### src/rtl/apb_pkg.sv
// Shared types and helpers for the APB fan-out block and its address decoder.
package apb_pkg;

    typedef enum logic [1:0] {
        ST_IDLE   = 2'd0,
        ST_SETUP  = 2'd1,
        ST_ACCESS = 2'd2,
        ST_DECERR = 2'd3
    } apb_state_e;

    localparam int APB_PROT_W = 3;

    // Slave-index width; a single slave still gets one index bit.
    function automatic int idx_width(input int n);
        return (n <= 2) ? 1 : $clog2(n);
    endfunction

endpackage

### src/rtl/apb_addr_decoder.sv
// Combinational address decode: region index plus a flag saying whether the
// address falls inside the populated slave map.
module apb_addr_decoder
    import apb_pkg::*;
#(
    parameter int ADDR_WIDTH = 32,
    parameter int NUM_SLAVES = 4,
    parameter int REGION_LSB = 12,
    parameter int IDX_W      = idx_width(NUM_SLAVES)
) (
    input  logic [ADDR_WIDTH-1:0] addr,
    output logic [IDX_W-1:0]      idx,
    output logic                  mapped
);

    logic [ADDR_WIDTH-1:0] upper_s;

    // Any bit set above the index field, or an index past the last slave, is unmapped.
    always_comb begin
        idx     = addr[REGION_LSB +: IDX_W];
        upper_s = addr >> (REGION_LSB + IDX_W);
        mapped  = (upper_s == {ADDR_WIDTH{1'b0}}) && (32'(idx) < 32'(NUM_SLAVES));
    end

endmodule

### src/rtl/apb_slave_mux.sv
// One APB master fanned out to NUM_SLAVES slaves, with decode-error response,
// wait-state timeout and a sticky protocol-violation flag.
module apb_slave_mux
    import apb_pkg::*;
#(
    parameter int ADDR_WIDTH = 32,
    parameter int DATA_WIDTH = 32,
    parameter int NUM_SLAVES = 4,
    parameter int REGION_LSB = 12,
    parameter int TIMEOUT    = 16
) (
    input  logic                             clk,
    input  logic                             rstn,
    input  logic                             m_sel,
    input  logic                             m_enable,
    input  logic                             m_write,
    input  logic [ADDR_WIDTH-1:0]            m_addr,
    input  logic [DATA_WIDTH-1:0]            m_wdata,
    input  logic [DATA_WIDTH/8-1:0]          m_strb,
    input  logic [APB_PROT_W-1:0]            m_prot,
    output logic [DATA_WIDTH-1:0]            m_rdata,
    output logic                             m_ready,
    output logic                             m_slverr,
    output logic [NUM_SLAVES-1:0]            s_sel,
    output logic                             s_enable,
    output logic                             s_write,
    output logic [ADDR_WIDTH-1:0]            s_addr,
    output logic [DATA_WIDTH-1:0]            s_wdata,
    output logic [DATA_WIDTH/8-1:0]          s_strb,
    output logic [APB_PROT_W-1:0]            s_prot,
    input  logic [NUM_SLAVES*DATA_WIDTH-1:0] s_rdata,
    input  logic [NUM_SLAVES-1:0]            s_ready,
    input  logic [NUM_SLAVES-1:0]            s_slverr,
    output logic                             proto_err
);

    localparam int               IDX_W    = idx_width(NUM_SLAVES);
    localparam int               CNT_W    = $clog2(TIMEOUT);
    localparam logic [CNT_W-1:0] CNT_LAST = CNT_W'(TIMEOUT - 1);

    apb_state_e            state_q, state_d;
    logic [IDX_W-1:0]      idx_q, idx_d;
    logic                  mapped_q, mapped_d;
    logic [ADDR_WIDTH-1:0] addr_q, addr_d;
    logic                  write_q, write_d;
    logic [DATA_WIDTH-1:0] wdata_q, wdata_d;
    logic [CNT_W-1:0]      cnt_q, cnt_d;
    logic                  proto_q, proto_d;

    logic [IDX_W-1:0]      dec_idx_s;
    logic                  dec_mapped_s;
    logic [DATA_WIDTH-1:0] sel_rdata_s;
    logic                  sel_ready_s;
    logic                  sel_slverr_s;
    logic                  start_s;
    logic                  changed_s;
    logic                  tmo_s;
    logic                  done_s;
    logic                  load_s;

    apb_addr_decoder #(
        .ADDR_WIDTH (ADDR_WIDTH),
        .NUM_SLAVES (NUM_SLAVES),
        .REGION_LSB (REGION_LSB),
        .IDX_W      (IDX_W)
    ) u_dec (
        .addr   (m_addr),
        .idx    (dec_idx_s),
        .mapped (dec_mapped_s)
    );

    // AND-OR mux of the latched slave's response signals.
    always_comb begin
        sel_rdata_s  = {DATA_WIDTH{1'b0}};
        sel_ready_s  = 1'b0;
        sel_slverr_s = 1'b0;
        for (int i = 0; i < NUM_SLAVES; i++) begin
            sel_rdata_s  = sel_rdata_s |
                           ({DATA_WIDTH{idx_q == IDX_W'(i)}} & s_rdata[i*DATA_WIDTH +: DATA_WIDTH]);
            sel_ready_s  = sel_ready_s  | ((idx_q == IDX_W'(i)) & s_ready[i]);
            sel_slverr_s = sel_slverr_s | ((idx_q == IDX_W'(i)) & s_slverr[i]);
        end
    end

    // Transfer bookkeeping shared by the outputs and the next-state logic.
    always_comb begin
        start_s   = m_sel & ~m_enable;
        changed_s = (m_addr != addr_q) | (m_write != write_q) | (m_wdata != wdata_q);
        tmo_s     = (state_q == ST_ACCESS) & (cnt_q == CNT_LAST) & ~sel_ready_s;
        done_s    = (state_q == ST_ACCESS) & (sel_ready_s | tmo_s);
    end

    // Master response and slave select, decoded straight from the current state.
    always_comb begin
        m_ready  = 1'b0;
        m_slverr = 1'b0;
        m_rdata  = {DATA_WIDTH{1'b0}};
        case (state_q)
            ST_ACCESS: begin
                m_ready  = sel_ready_s | tmo_s;
                m_slverr = (sel_slverr_s & sel_ready_s) | tmo_s;
                m_rdata  = sel_rdata_s;
            end
            ST_DECERR: begin
                m_ready  = 1'b1;
                m_slverr = 1'b1;
            end
            default: begin
                m_ready  = 1'b0;
                m_slverr = 1'b0;
            end
        endcase
        if (((state_q == ST_SETUP) || (state_q == ST_ACCESS)) && mapped_q) begin
            s_sel = NUM_SLAVES'(1) << idx_q;
        end else begin
            s_sel = {NUM_SLAVES{1'b0}};
        end
        s_enable  = (state_q == ST_ACCESS);
        s_write   = m_write;
        s_addr    = m_addr;
        s_wdata   = m_wdata;
        s_strb    = m_strb;
        s_prot    = m_prot;
        proto_err = proto_q;
    end

    // Phase tracking; the completing cycle may already carry the next SETUP.
    always_comb begin
        state_d = state_q;
        cnt_d   = cnt_q;
        load_s  = 1'b0;
        proto_d = proto_q | (m_enable & ~m_sel);
        case (state_q)
            ST_IDLE: begin
                proto_d = proto_d | m_enable;
                if (start_s) begin
                    state_d = ST_SETUP;
                    load_s  = 1'b1;
                end else begin
                    state_d = ST_IDLE;
                end
            end
            ST_SETUP: begin
                proto_d = proto_d | changed_s;
                if (m_enable) begin
                    state_d = mapped_q ? ST_ACCESS : ST_DECERR;
                    cnt_d   = {CNT_W{1'b0}};
                end else begin
                    state_d = ST_SETUP;
                end
            end
            ST_ACCESS: begin
                if (done_s) begin
                    state_d = start_s ? ST_SETUP : ST_IDLE;
                    load_s  = start_s;
                end else if (!m_sel) begin
                    state_d = ST_IDLE;
                    proto_d = 1'b1;
                end else begin
                    proto_d = proto_d | changed_s;
                    cnt_d   = cnt_q + CNT_W'(1);
                end
            end
            ST_DECERR: begin
                state_d = start_s ? ST_SETUP : ST_IDLE;
                load_s  = start_s;
            end
            default: begin
                state_d = ST_IDLE;
            end
        endcase
        idx_d    = load_s ? dec_idx_s    : idx_q;
        mapped_d = load_s ? dec_mapped_s : mapped_q;
        addr_d   = load_s ? m_addr       : addr_q;
        write_d  = load_s ? m_write      : write_q;
        wdata_d  = load_s ? m_wdata      : wdata_q;
    end

    // State registers; reset drops every select immediately.
    always_ff @(posedge clk or negedge rstn) begin
        if (!rstn) begin
            state_q  <= ST_IDLE;
            idx_q    <= {IDX_W{1'b0}};
            mapped_q <= 1'b0;
            addr_q   <= {ADDR_WIDTH{1'b0}};
            write_q  <= 1'b0;
            wdata_q  <= {DATA_WIDTH{1'b0}};
            cnt_q    <= {CNT_W{1'b0}};
            proto_q  <= 1'b0;
        end else begin
            state_q  <= state_d;
            idx_q    <= idx_d;
            mapped_q <= mapped_d;
            addr_q   <= addr_d;
            write_q  <= write_d;
            wdata_q  <= wdata_d;
            cnt_q    <= cnt_d;
            proto_q  <= proto_d;
        end
    end

endmodule
### config.mk
export PLATFORM = sky130hd
export DESIGN_NAME = apb_slave_mux
export DESIGN_NICKNAME = d
export VERILOG_FILES = /design/src/rtl/apb_pkg.sv /design/src/rtl/apb_addr_decoder.sv /design/src/rtl/apb_slave_mux.sv
export SDC_FILE = /design/constraint.sdc
export NUM_CORES = 1
export LEC_CHECK = 0
export CAP_MARGIN = 20
export CORE_AREA = 2 2 126 128
export CTS_CLUSTER_DIAMETER = 120
export DETAILED_ROUTE_END_ITERATION = 6
export DIE_AREA = 0 0 128 130
export GPL_TIMING_DRIVEN = 0
export PLACE_DENSITY_LB_ADDON = 0.05
export SKIP_LAST_GASP = 1
export SLEW_MARGIN = 20
export SYNTH_ARGS = -nofsm -noshare
export SYNTH_HDL_FRONTEND = slang
export SYNTH_SLANG_ARGS = --single-unit
### constraint.sdc
create_clock -name clk -period 3.14 [get_ports clk]
set_clock_uncertainty 0.05 [all_clocks]
set_input_delay 0.628 -clock clk [delete_from_list [all_inputs] [get_ports clk]]
set_output_delay 0.628 -clock clk [all_outputs]
set_load 0.01 [all_outputs]
* Word level (Yosys, flattened, before mapping) *
Cells that the tools add are included.

word-level totals
  word-level logic and storage cells = 89
  register bits = 75
  output and inout port bits = 112
  latch bits = 0
  RAM bits = 0
  memories = 0
  ROM bits = 0

operators by class
  div/mod/pow operators = 0
  eq/ne operators = 14
  order comparisons = 0
  bitwise logic cells = 37
  shift-type cells = 1
  reductions and logical operators = 8
  multipliers = 0
  mux-type cells = 20
  add/subtract/negate cells = 1

operator list
  operator                                                                number
  32-bit AND                                                              4
  32-bit OR                                                               3
  32-bit != test                                                          2
  32-bit zero test                                                        1
  32-bit two-way mux                                                      1
  4-bit two-way mux                                                       4
  1-bit AND                                                               14
  1-bit OR                                                                13
  2-bit equality test (second input constant)                             4
  4-bit one-hot mux with 2 select lines                                   1
  1-bit two-way mux                                                       6
  2-bit two-way mux                                                       3
  2-bit != test (second input constant)                                   3
  1-bit one-hot mux with 3 select lines                                   2
  2-bit one-hot mux with 3 select lines                                   1
  4-bit by 1-bit adder with 4-bit output (second input constant)          1
  2-bit by 1-bit equality test with 1-bit output (second input constant)  2
  4-bit equality test (second input constant)                             1
  2-bit zero test                                                         2
  1-bit one-hot mux with 2 select lines                                   2
  4-bit AND reduction                                                     1
  1-bit by 2-bit left shift with 4-bit output (first input constant)      1
  3-bit by 2-bit != test with 1-bit output (second input constant)        1
  1-bit inverter                                                          3
  5 further kinds                                                         5

* Longest topological paths before layout *
Gate-level depths: netlist of run 1.

  depth after elaboration = 11
  depth in mapped cells = 8
  depth with buffers taken out = 7

* Modules after synthesis *
Synthesis of run 1 repeated with hierarchy kept, for this count alone.

unflattened totals
  cells, all modules = 455
  area, all modules = 5410.2 um^2

modules (own cells, without submodules)
  module            area each (um^2)  cells an instance  seq. area each (um^2)  times used
  apb_slave_mux     5351.4            447                1876.8                 1
  apb_addr_decoder  58.8              8                  0.0                    1

* Worst setup path after synthesis of run 1 *
No wires, ideal clock.

  path kind = register to output
  start = register idx_q[0]
  end = output port m_rdata[10]
  buffers on the path = 3
  arrival time = 1.740 ns
  stages on the path, launching flop included = 6
  required time = 2.462 ns
  path slack = 0.722 ns
  path through = dfrtp_1 > buf_2 > buf_2 > buf_2 > mux4_2 > and2_1

on the way
  cells in the longest elaborated chain, start to end = 6

RTL lines
  item                                                                               line                  text
  start: declaration                                                                 apb_slave_mux.sv:42   logic [IDX_W-1:0] idx_q, idx_d;
  start signal: assignment                                                           apb_slave_mux.sv:183  idx_q <= {IDX_W{1'b0}};
  start signal: assignment                                                           apb_slave_mux.sv:192  idx_q <= idx_d;
  2-bit by 1-bit equality test with 1-bit output or 2-bit zero test (tied branches)  apb_slave_mux.sv:79   ({DATA_WIDTH{idx_q == IDX_W'(i)}} & s_rdata[i*DATA_WIDTH +: DATA_WIDTH]);
  32-bit AND                                                                         apb_slave_mux.sv:79
  32-bit OR (2 in series)                                                            apb_slave_mux.sv:78   sel_rdata_s = sel_rdata_s |
  32-bit OR *                                                                        apb_slave_mux.sv:78
  32-bit two-way mux *                                                               apb_slave_mux.sv:98   case (state_q)
  end: declaration                                                                   apb_slave_mux.sv:21   output logic [DATA_WIDTH-1:0] m_rdata,

Mark *: on every way between the ends. The rest lies on a longest branch, timed or not.

* Final worst setup path of run 1 *
  start = register idx_q[0]
  end = output port m_rdata[13]

The elaborated chain is that of the path after synthesis.

==> results of run 1 <==
-- where the power goes --
part	total, W	internal [W]	switching, W
sequential	0.00171	0.00140	0.000307
combinational	0.00301	0.00185	0.00115
clock	0.00104	0.000638	0.000398
-- layer usage --
layer,share of wire (%),global-route usage [%],vias up
met1,41,27.59,2302
met5,0,0,-
met3,5.7,4.223,28
met2,51,39.70,202
li1,-,-,2225
met4,2.6,9.632,0
-- what timing repair did --
item | 4_1_cts | 5_1_grt
setup endpoints to repair | 32 | 16
hold buffers | 0 | 0
resized for setup | 18 | 10
cloned | 0 | 0
buffers inserted | 1 | 0
-- stage by stage --
step / setup WS [ps] / utilization, % / instances / setup TNS [ps]
floorplan: 721.8 / - / 454 / 0
global placement: -1296 / 56.72 / 962 / -94240
detailed placement: -53.98 / 56.89 / 963 / -173.4
CTS: -5.434 / 59.21 / 980 / -5.434
global route: -3.006 / 59.52 / 985 / -3.006
finish: 83.03 / 59.54 / 986 / 0
-- Yosys cell counts (all sizes together) --
cell	count
a211oi	2
o32ai	1
a2111oi	1
a22o	1
or4	1
o21ai	9
dfrtp	73
nand2	10
nor3	5
a21oi	4
inv	6
a31oi	2
nand4	11
nand2b	1
mux4	34
nor2	2
or4b	1
nor3b	2
and4	1
mux2	66
and3	1
xor2	29
a22oi	1
nand3	8
ha	6
nor2b	3
buf	85
nor4	12
xnor2	36
and2	33
clkbuf	7
-- worst max-delay path: stages (launching register included) --
cell	delay, ps
sky130_fd_sc_hd__dfrtp_1	320
sky130_fd_sc_hd__buf_2	170
sky130_fd_sc_hd__buf_12	170
sky130_fd_sc_hd__buf_12	160
sky130_fd_sc_hd__mux4_2	510
sky130_fd_sc_hd__and2_1	210
sky130_fd_sc_hd__clkdlybuf4s50_1	490
-- area by class of cell --
type                       instances  area, um2  share of cell area, %
antenna                            6      15.01                 0.1635
buffer                            92      708.2                  7.711
clock buffer                      10      239.0                  2.602
clock inverter                     6      67.56                 0.7357
inverter                           6      22.52                 0.2452
multi-input combinational        283       2867                  31.21
sequential                        73       1827                  19.89
tap                              192      240.2                  2.616
timing repair buffer             318       3198                  34.82
-- how the worst max path moves through the flow --
stage / startpoint / end / cells after the start
floorplan: idx_q[0] / m_rdata[10] / 5
global placement: rstn / wdata_q[18] / 1
detailed placement: addr_q[13] / m_rdata[13] / 5
CTS: state_q[0] / m_rdata[13] / 6
global route: idx_q[0] / m_rdata[13] / 6
finish: idx_q[0] / m_rdata[13] / 6
-- state kept, by name (all words and copies together) (netlist names) --
name       count
addr_q        31
cnt_q          4
state_q        2
write_q        1
proto_err      1
mapped_q       1
wdata_q       32
idx_q          1
-- logic make-up (layout without fill, tap and decap cells) --
| group | count (synthesis) | in the layout | share of synthesized area [%] |
|---|---|---|---|
| flip-flops | 73 | 73 | 34.17 |
| adder cells (fa/ha/maj) | 6 | 6 | 1.404 |
| other | 0 | 6 | 0 |
| buffers and inverters | 98 | 432 | 12.59 |
| multiplexers | 100 | 100 | 28.22 |
| XOR/XNOR | 65 | 65 | 10.65 |
| AND/OR/NAND/NOR | 91 | 91 | 10.18 |
| AO/OA/AOI/OAI | 21 | 21 | 2.785 |
==> flow_summary.ini, run 1 <==
[status]
run_status = completed

[clock_tree]
worst_setup_hold_path_clk_slew_ps = 60
tritoncts_clock_tree = yes
number_of_h_tree_branching_levels = 3
cts-buffers-inserted = 9
cts_max_path_buffers = 2
worstSkewPairLatency_ps = 330
cts.sinks = 73
ctsRootBufferMaster = sky130_fd_sc_hd__clkbuf_16

[worst_setup_path]
critical_path.startpoint_type = flop
rr_worst_depth = 7
timing.setup.critical_path_class = reg2out
crit_path_max_fanout = 10
cp.arrival_ps = 2380
crit_path_end_kind = output port
crit-reg2reg-launch = cnt_q[0]
rr_endpoint = addr_q[8]
worstPathRequired_ps = 2460
timing.reg2reg.setup_slack_ps = 660

[floorplan]
die_width_um = 128
core.rowCount = 46
core-area_um2 = 15420
start_util_pct = 34.66
design.die.area_um2 = 16640
io-pin-count = 324
dieHeight_um = 130

[yosys]
synth_warnings = 0
post_synth_instance_area_um2 = 5346
post-synth-top-area-fraction_pct = 34.17
syn-mean-instance-area_um2 = 11.78
post-synth-top-area-cell = sky130_fd_sc_hd__dfrtp_1
synth.area.top_cells = sky130_fd_sc_hd__dfrtp_1 (34%), sky130_fd_sc_hd__mux4_2 (14%), sky130_fd_sc_hd__mux2_2 (14%)
synth.ff_latch_count = 73
synthesis.instances = 454
ys_seq_area_share_pct = 34.17
postSynthNetCount = 672
synth.lib_cells_used.distinct = 36

[routing]
drt_pass1_iterations = 4
routed_wirelength_um = 18960
drtAntennaViolNets = 0
detailedRoute.firstIterationViolations = 107
post-route-drc-count = 0
routedWlPerCell_um = 19.23
avgViaCountPerCell = 4.825
via_count = 4757

[global_routing]
track_usage_pct = 22.68
first_global_vias = 4977
grt_max_degree = 50
wire_length_of_the_first_global_routing_pass_um = 28190
globalRouteOverflowTotal = 0
antenna_found_initial = 5

[pwr]
static-leakage-power_nw = 3.656
irDropWorstVdd_v = 0.0002850
total_power_w = 0.005751
power_per_cell_area_nw_per_um2 = 626.2

[timing]
final_min_period_over_clock_period_pct = 97.36
timing_worst_slew_pin_value_ps = 625.1
setup_repair_after_global_routing_missed_its_margin = true
setup_viol = 0
final_hold_fails = 0
fmax_ghz = 0.3271
relative_slew_slack_pct = 57.94
worst_hold_margin_ps = 155.8
final-max-slew-violation-count = 0
post-route-min-period_ps = 3057

[place]
gp_routability_congestion = 0.9129
placement.io_buffers = 316
post_dp_cell_area_um2 = 8775
detailedPlacementHpwl_um = 15910

[hold_path]
min_path_type = in2async

[layout]
most-common-layout-cells = sky130_fd_sc_hd__clkdlybuf4s50_1 (314), sky130_fd_sc_hd__buf_4 (75), sky130_fd_sc_hd__dfrtp_1 (73), sky130_fd_sc_hd__mux2_2 (66), sky130_fd_sc_hd__xnor2_1 (36)
mostFrequentLayoutCell = sky130_fd_sc_hd__clkdlybuf4s50_1
areaGrowthSynthToFinish_pct = 71.78
finalInstanceArea_um2 = 9184
fillerInstances = 1283
final_layout_size_suffix_gt1_share_pct = 27.16
nNetsFinal = 1001

[job]
drv_cap = 0
Power figures use the tool's default switching activity.
==> inputs of run 2 (changes only) <==
- ABC_AREA: default -> 1
- CORE_AREA: 2 2 126 128 -> 2 2 127 129
- DIE_AREA: 0 0 128 130 -> 0 0 129 131
==> run 2 against run 1 <==
  * Total power rose by 0.49%
  * Synthesized area rose by 5.3%
  * Core utilization rose by 1.2 points
  * Clock-buffer cell count rose by 1
  * Highest routed layer is now met5
  * Sequential share of layout area fell by 0.61 points
  * Routed wire length rose by 8.3%
  * Largest power group unchanged
  * Critical path type unchanged
  * Critical path depth fell by 1
  * Die area rose by 1.6%
  * Largest cell class unchanged
  * Maximum frequency rose by 1.5%
  * Sequential cell count did not move
==> flow_summary.ini, run 2 <==
[status]
run_status = completed

[yosys]
synth.ff_latch_count = 73
synth_warnings = 0
postSynthNetCount = 1051
syn-mean-instance-area_um2 = 6.759
synth.cells.most_frequent = sky130_fd_sc_hd__nand2_1 (329), sky130_fd_sc_hd__nand3_1 (76), sky130_fd_sc_hd__dfrtp_1 (73)
synthesis.instances = 833
post-synth-top-area-cell = sky130_fd_sc_hd__dfrtp_1
async_reset_ff_share_pct = 100.0
synth_enable_flop_cells = 0
synth.area.top_cells = sky130_fd_sc_hd__dfrtp_1 (32%), sky130_fd_sc_hd__nand2_1 (22%), sky130_fd_sc_hd__buf_4 (9.6%)
post_synth_instance_area_um2 = 5630
post-synth-top-area-fraction_pct = 32.44
dominantRegCellSynth = sky130_fd_sc_hd__dfrtp_1
ys_seq_area_share_pct = 32.44
synth.lib_cells_used.distinct = 30
post-synth-top-count-cell = sky130_fd_sc_hd__nand2_1

[worst_setup_path]
cp.arrival_ps = 2330
critical_path.startpoint_type = flop
worstPathRequired_ps = 2460
crit_path_max_fanout = 10
crit_path_end_kind = output port
timing.setup.critical_path_class = reg2out

[floorplan]
die_width_um = 129
core.rowCount = 46
core-area_um2 = 15600
start_util_pct = 36.10
io-pin-count = 324
dieHeight_um = 131
design.die.area_um2 = 16900

[place]
placement.setup.worst_slack_ps = 53.42
number_of_cells_in_the_design_after_placement = 1366
detailedPlacementHpwl_um = 16540
placement.io_buffers = 316
gp_routability_congestion = 0.8585
post_dp_cell_area_um2 = 9081

[hold_path]
min_path_type = in2async

[clock_tree]
ctsRootBufferMaster = sky130_fd_sc_hd__clkbuf_16
worst_setup_hold_path_clk_slew_ps = 60
tritoncts_clock_tree = yes
worstSkewPairLatency_ps = 340
cts_max_path_buffers = 2
cts.sinks = 73
hold_buffers = 0
number_of_h_tree_branching_levels = 3
cts-buffers-inserted = 9

[global_routing]
globalRouteOverflowTotal = 0
grt_max_degree = 47
wire_length_of_the_first_global_routing_pass_um = 31420
first_global_vias = 5981
track_usage_pct = 23.92
antenna_found_initial = 2

[timing]
timing_worst_slew_pin_value_ps = 866.5
post-route-min-period_ps = 3010
final_min_period_over_clock_period_pct = 95.87
fmax_ghz = 0.3322
final_hold_fails = 0
final-max-slew-violation-count = 0
setup_repair_after_global_routing_missed_its_margin = true
minimum_setup_slack_in_the_final_design_ps = 129.6
setup_viol = 0
worst_hold_margin_ps = 266.5
relative_slew_slack_pct = 42.02

[layout]
most-common-layout-cells = sky130_fd_sc_hd__nand2_1 (329), sky130_fd_sc_hd__clkdlybuf4s50_1 (313), sky130_fd_sc_hd__nand3_1 (76), sky130_fd_sc_hd__buf_4 (76), sky130_fd_sc_hd__dfrtp_1 (73)
nNetsFinal = 1380
regMostFlops = wdata_q
final_layout_size_suffix_gt1_share_pct = 10.97
largest_register_ff_count = 32
areaGrowthSynthToFinish_pct = 68.31
fin_cells = 1384
top_regs = wdata_q: 32 flops, addr_q: 31 flops, cnt_q: 4 flops
mostFrequentLayoutCell = sky130_fd_sc_hd__nand2_1
finalInstanceArea_um2 = 9477

[routing]
routed_wirelength_um = 20530
drt_pass1_iterations = 5
routedWlPerCell_um = 14.83
drtAntennaViolNets = 0
post-route-drc-count = 0
via_count = 6357
avgViaCountPerCell = 4.593
detailedRoute.firstIterationViolations = 285

[pwr]
static-leakage-power_nw = 4.310
irDropWorstVdd_v = 0.0003110
total_power_w = 0.005779
power_per_cell_area_nw_per_um2 = 609.8

[job]
drv_cap = 0
run 2: worst max-delay path, stage by stage (launching register included):
cell                              delay, ps
sky130_fd_sc_hd__dfrtp_1                430
sky130_fd_sc_hd__inv_2                  170
sky130_fd_sc_hd__clkbuf_1               400
sky130_fd_sc_hd__nand3_1                170
sky130_fd_sc_hd__a41oi_1                240
sky130_fd_sc_hd__clkdlybuf4s50_1        590
run 2: power by group:
part / leakage, nW / total, W / internal [W] / switching [W]
clock network: 0.164 / 0.00116 / 0.000776 / 0.000386
logic: 3.22 / 0.00298 / 0.00134 / 0.00164
registers: 0.923 / 0.00164 / 0.00135 / 0.000288
run 2: path summary, 6_finish.rpt:
path | cells after the start | endpoint | slack (ps) | startpoint
setup / recovery | 5 | m_rdata[25] | 130 | addr_q[13]
hold / removal | 1 | addr_q[30] | 270 | rstn
setup reg to reg | 6 | wdata_q[27] | 960 | state_q[1]
hold reg to reg | 2 | wdata_q[20] | 440 | wdata_q[20]
max in group asynchronous | 2 | wdata_q[25] | 2180 | rstn
min in group clk | 2 | wdata_q[20] | 440 | wdata_q[20]
run 2: metrics by stage:
| stage | TNS [ps] | utilization, % |
|---|---|---|
| 6_report | 0 | 60.76 |
| 5_1_grt | -34.85 | 60.74 |
| 4_1_cts | -44.21 | 60.60 |
| 3_5_place_dp | 0 | 58.22 |
| 3_3_place_gp | -99530 | 58.11 |
| 2_1_floorplan | 0 | - |
run 2: cell type report:
cell class / count / area (um2)
diodes: 1 / 2.502
plain buffers: 107 / 734.5
clock buffers: 11 / 232.7
clock inverters: 5 / 103.9
fillers: 1487 / 6121
inverters: 69 / 262.8
multi-input cells: 583 / 2843
flip-flops and latches: 73 / 1827
well taps: 216 / 270.3
repair buffers: 319 / 3201
run 2: cell families (layout without fill, tap and decap cells):
group | count (synthesis) | after routing | synth area share [%]
xor gates and xnor gates | 40 | 40 | 6.222
DFF | 73 | 73 | 32.44
and+or+nand+nor | 461 | 461 | 33.47
other | 0 | 1 | 0
adders and majority gates | 6 | 6 | 1.333
buffers and inverters | 177 | 511 | 17.29
AOI/OAI and AO/OA | 76 | 76 | 9.244
run 2: what timing repair did:
| action | CTS | global route |
|---|---|---|
| endpoints found under the setup margin | 30 | 31 |
| setup buffers | 2 | 0 |
| gates resized for setup | 13 | 16 |
| gates cloned | 0 | 0 |
run 2: layer usage:
metal | wire length (um) | GRT usage [%] | vias up
met5 | 27 | 0 | -
met2 | 10050 | 41.61 | 228
met4 | 387 | 7.481 | 4
met1 | 8595 | 29.71 | 2847
li1 | - | - | 3251
met3 | 1473 | 5.293 | 27
==> patch (config.mk and constraints of run 2) <==
Encoding of `apb_state_e`: now Gray code (2 bits for 4 states).
--- a/src/rtl/apb_pkg.sv
+++ b/src/rtl/apb_pkg.sv
@@ -2,10 +2,10 @@
 package apb_pkg;
 
     typedef enum logic [1:0] {
-        ST_IDLE   = 2'd0,
-        ST_SETUP  = 2'd1,
-        ST_ACCESS = 2'd2,
-        ST_DECERR = 2'd3
+        ST_IDLE   = 2'b00,
+        ST_SETUP  = 2'b01,
+        ST_ACCESS = 2'b11,
+        ST_DECERR = 2'b10
     } apb_state_e;
 
     localparam int APB_PROT_W = 3;
Check against the original RTL: same outputs for any inputs over 4 cycles, from zero or initial values and one cycle with rstn low; so few cycles prove little.
==> patch against run 2 <==
Synthesized area up 1.4%. Setup slack lost 0.013 ns. Worst hold slack lost 0.080 ns. Sequential cell count stayed put. Routed wire length up 0.90%. Via count increased by 3.2%. Cell area rose by 0.41%. Critical path depth up 2. Total power fell by 25%. Clock power down 7%. Die area unchanged. Highest routed layer unchanged.
==> patch: results (changes against run 2) <==
STA
The ratio of final minimum period to clock period is 96.27% (was 95.87%). The worst-margin pin slew was 0.5440 ns (was 0.8665 ns). The worst hold margin is 0.1869 ns (was 0.2665 ns).

Critical path
The launching point of the worst reg2reg path is addr_q[13]$_DFFE_PN0P_ (was state_q[1]$_DFFE_PN0P_). The endpoint of the worst setup timing path is m_rdata[11] (was m_rdata[25]). The slack of the worst reg-to-reg path is 1.21 ns (was 0.96 ns). The worst reg-to-reg path cell count was 12 (was 6). The delay contributed by the slowest stage of the critical path was 0.62 ns (was 0.59 ns).

The endpoint of the worst-slack reg-to-reg timing path was addr_q[8]$_DFFE_PN0P_ (was wdata_q[27]$_DFFE_PN0P_).

Detailed routing
The number of design-rule violations left by the first detailed-router iteration is 312 (was 285). The routed metal-1 wire length is 8694 µm (was 8595 µm). The detailed-router iteration count before antenna repair came to 6 (was 5). The amount of wire on met3 after detailed routing is 1513 µm (was 1473 µm). The wire length per cell is 14.80 µm (was 14.83 µm). The number of vias in the routed layout is 6,562 (was 6,357).

Global routing
The aggregate global-route resource usage is 23.72% (was 23.92%). The met3 routing resource usage after global routing is 5.700% (was 5.293%). The first-pass GRT wire length is 31,680 µm (was 31,420 µm). The fraction of met2 tracks used by global routing was 41.39% (was 41.61%). The maximum number of pins on one net before global-route repair is 42 (was 47).

Power
The switching share of power is 35.95% (was 40.09%). The combinational share of power is 43.3% (was 51.6%). The static leakage power is 4.320 nW (was 4.310 nW).

The clock network power consumption came to 1.08 mW (was 1.16 mW).

Place
The routability-driven placement congestion ratio is 0.8071 (was 0.8585). The area of placed instances is 0.009163 mm² (was 0.009081 mm²). The worst slack at placement came to -0.01057 ns (was 0.05342 ns). The placed wire-length estimate after detailed placement is 16,510 µm (was 16,540 µm).

Finish
The post-layout net count is 1,393 (was 1,380). The fraction of layout instances using a drive strength above 1 is 11.99% (was 10.97%). The number of fill cells is 1,466 (was 1,487).

Clock network
The number of gates resized after CTS is 9 (was 13). The number of CTS-inserted buffers is 9 (unchanged). The number of buffers inserted to repair setup after CTS is 0 (was 2).

Logic synthesis
The number of standard cells after synthesis is 852 (was 833). Commonest cells post-synth: sky130_fd_sc_hd__nand2_1 (299), sky130_fd_sc_hd__nand3_1 (141), sky130_fd_sc_hd__buf_4 (75), sky130_fd_sc_hd__dfrtp_1 (73), sky130_fd_sc_hd__nor2_1 (59) (was sky130_fd_sc_hd__nand2_1 (329), sky130_fd_sc_hd__nand3_1 (76), sky130_fd_sc_hd__dfrtp_1 (73), sky130_fd_sc_hd__buf_4 (72), sky130_fd_sc_hd__inv_1 (67)). Leading cell types by total area after synthesis: sky130_fd_sc_hd__dfrtp_1 (32%), sky130_fd_sc_hd__nand2_1 (20%), sky130_fd_sc_hd__nand3_1 (12%) (was sky130_fd_sc_hd__dfrtp_1 (32%), sky130_fd_sc_hd__nand2_1 (22%), sky130_fd_sc_hd__buf_4 (9.6%)). The share of the yosys chip area belonging to registers is 31.98% (was 32.44%).

Run status
Status: finished, final reports clean (unchanged).
==> patch: kinds of logic (layout without fill, tap and decap cells) <==
| logic type | Yosys count | count (layout) | synth area share, % |
|---|---|---|---|
| simple gates | 524 | 524 | 38.71 |
| xor+xnor | 39 | 39 | 5.980 |
| compound gates | 41 | 41 | 5.958 |
| flops | 73 | 73 | 31.98 |
| fa+ha+maj | 1 | 1 | 0.2190 |
| buf+inv | 173 | 505 | 16.98 |
| mux | 1 | 1 | 0.1753 |
==> patch: critical path: cells and delay by family, from the launching register on <==
family / cells / cell delay, ns
buffers and inverters: 4 / 1.20
flip-flops: 1 / 0.40
AO/OA/AOI/OAI: 1 / 0.18
AND/OR/NAND/NOR: 2 / 0.22
==> patch: final cells by class <==
type                       instances  share of cell area, %
timing repair buffer             317                  33.45
multi-input combinational        606                  30.72
sequential                        73                  19.20
buffer                           116                  8.284
tap                              216                  2.840
clock buffer                      10                  2.406
inverter                          57                  2.249
clock inverter                     5                 0.8547
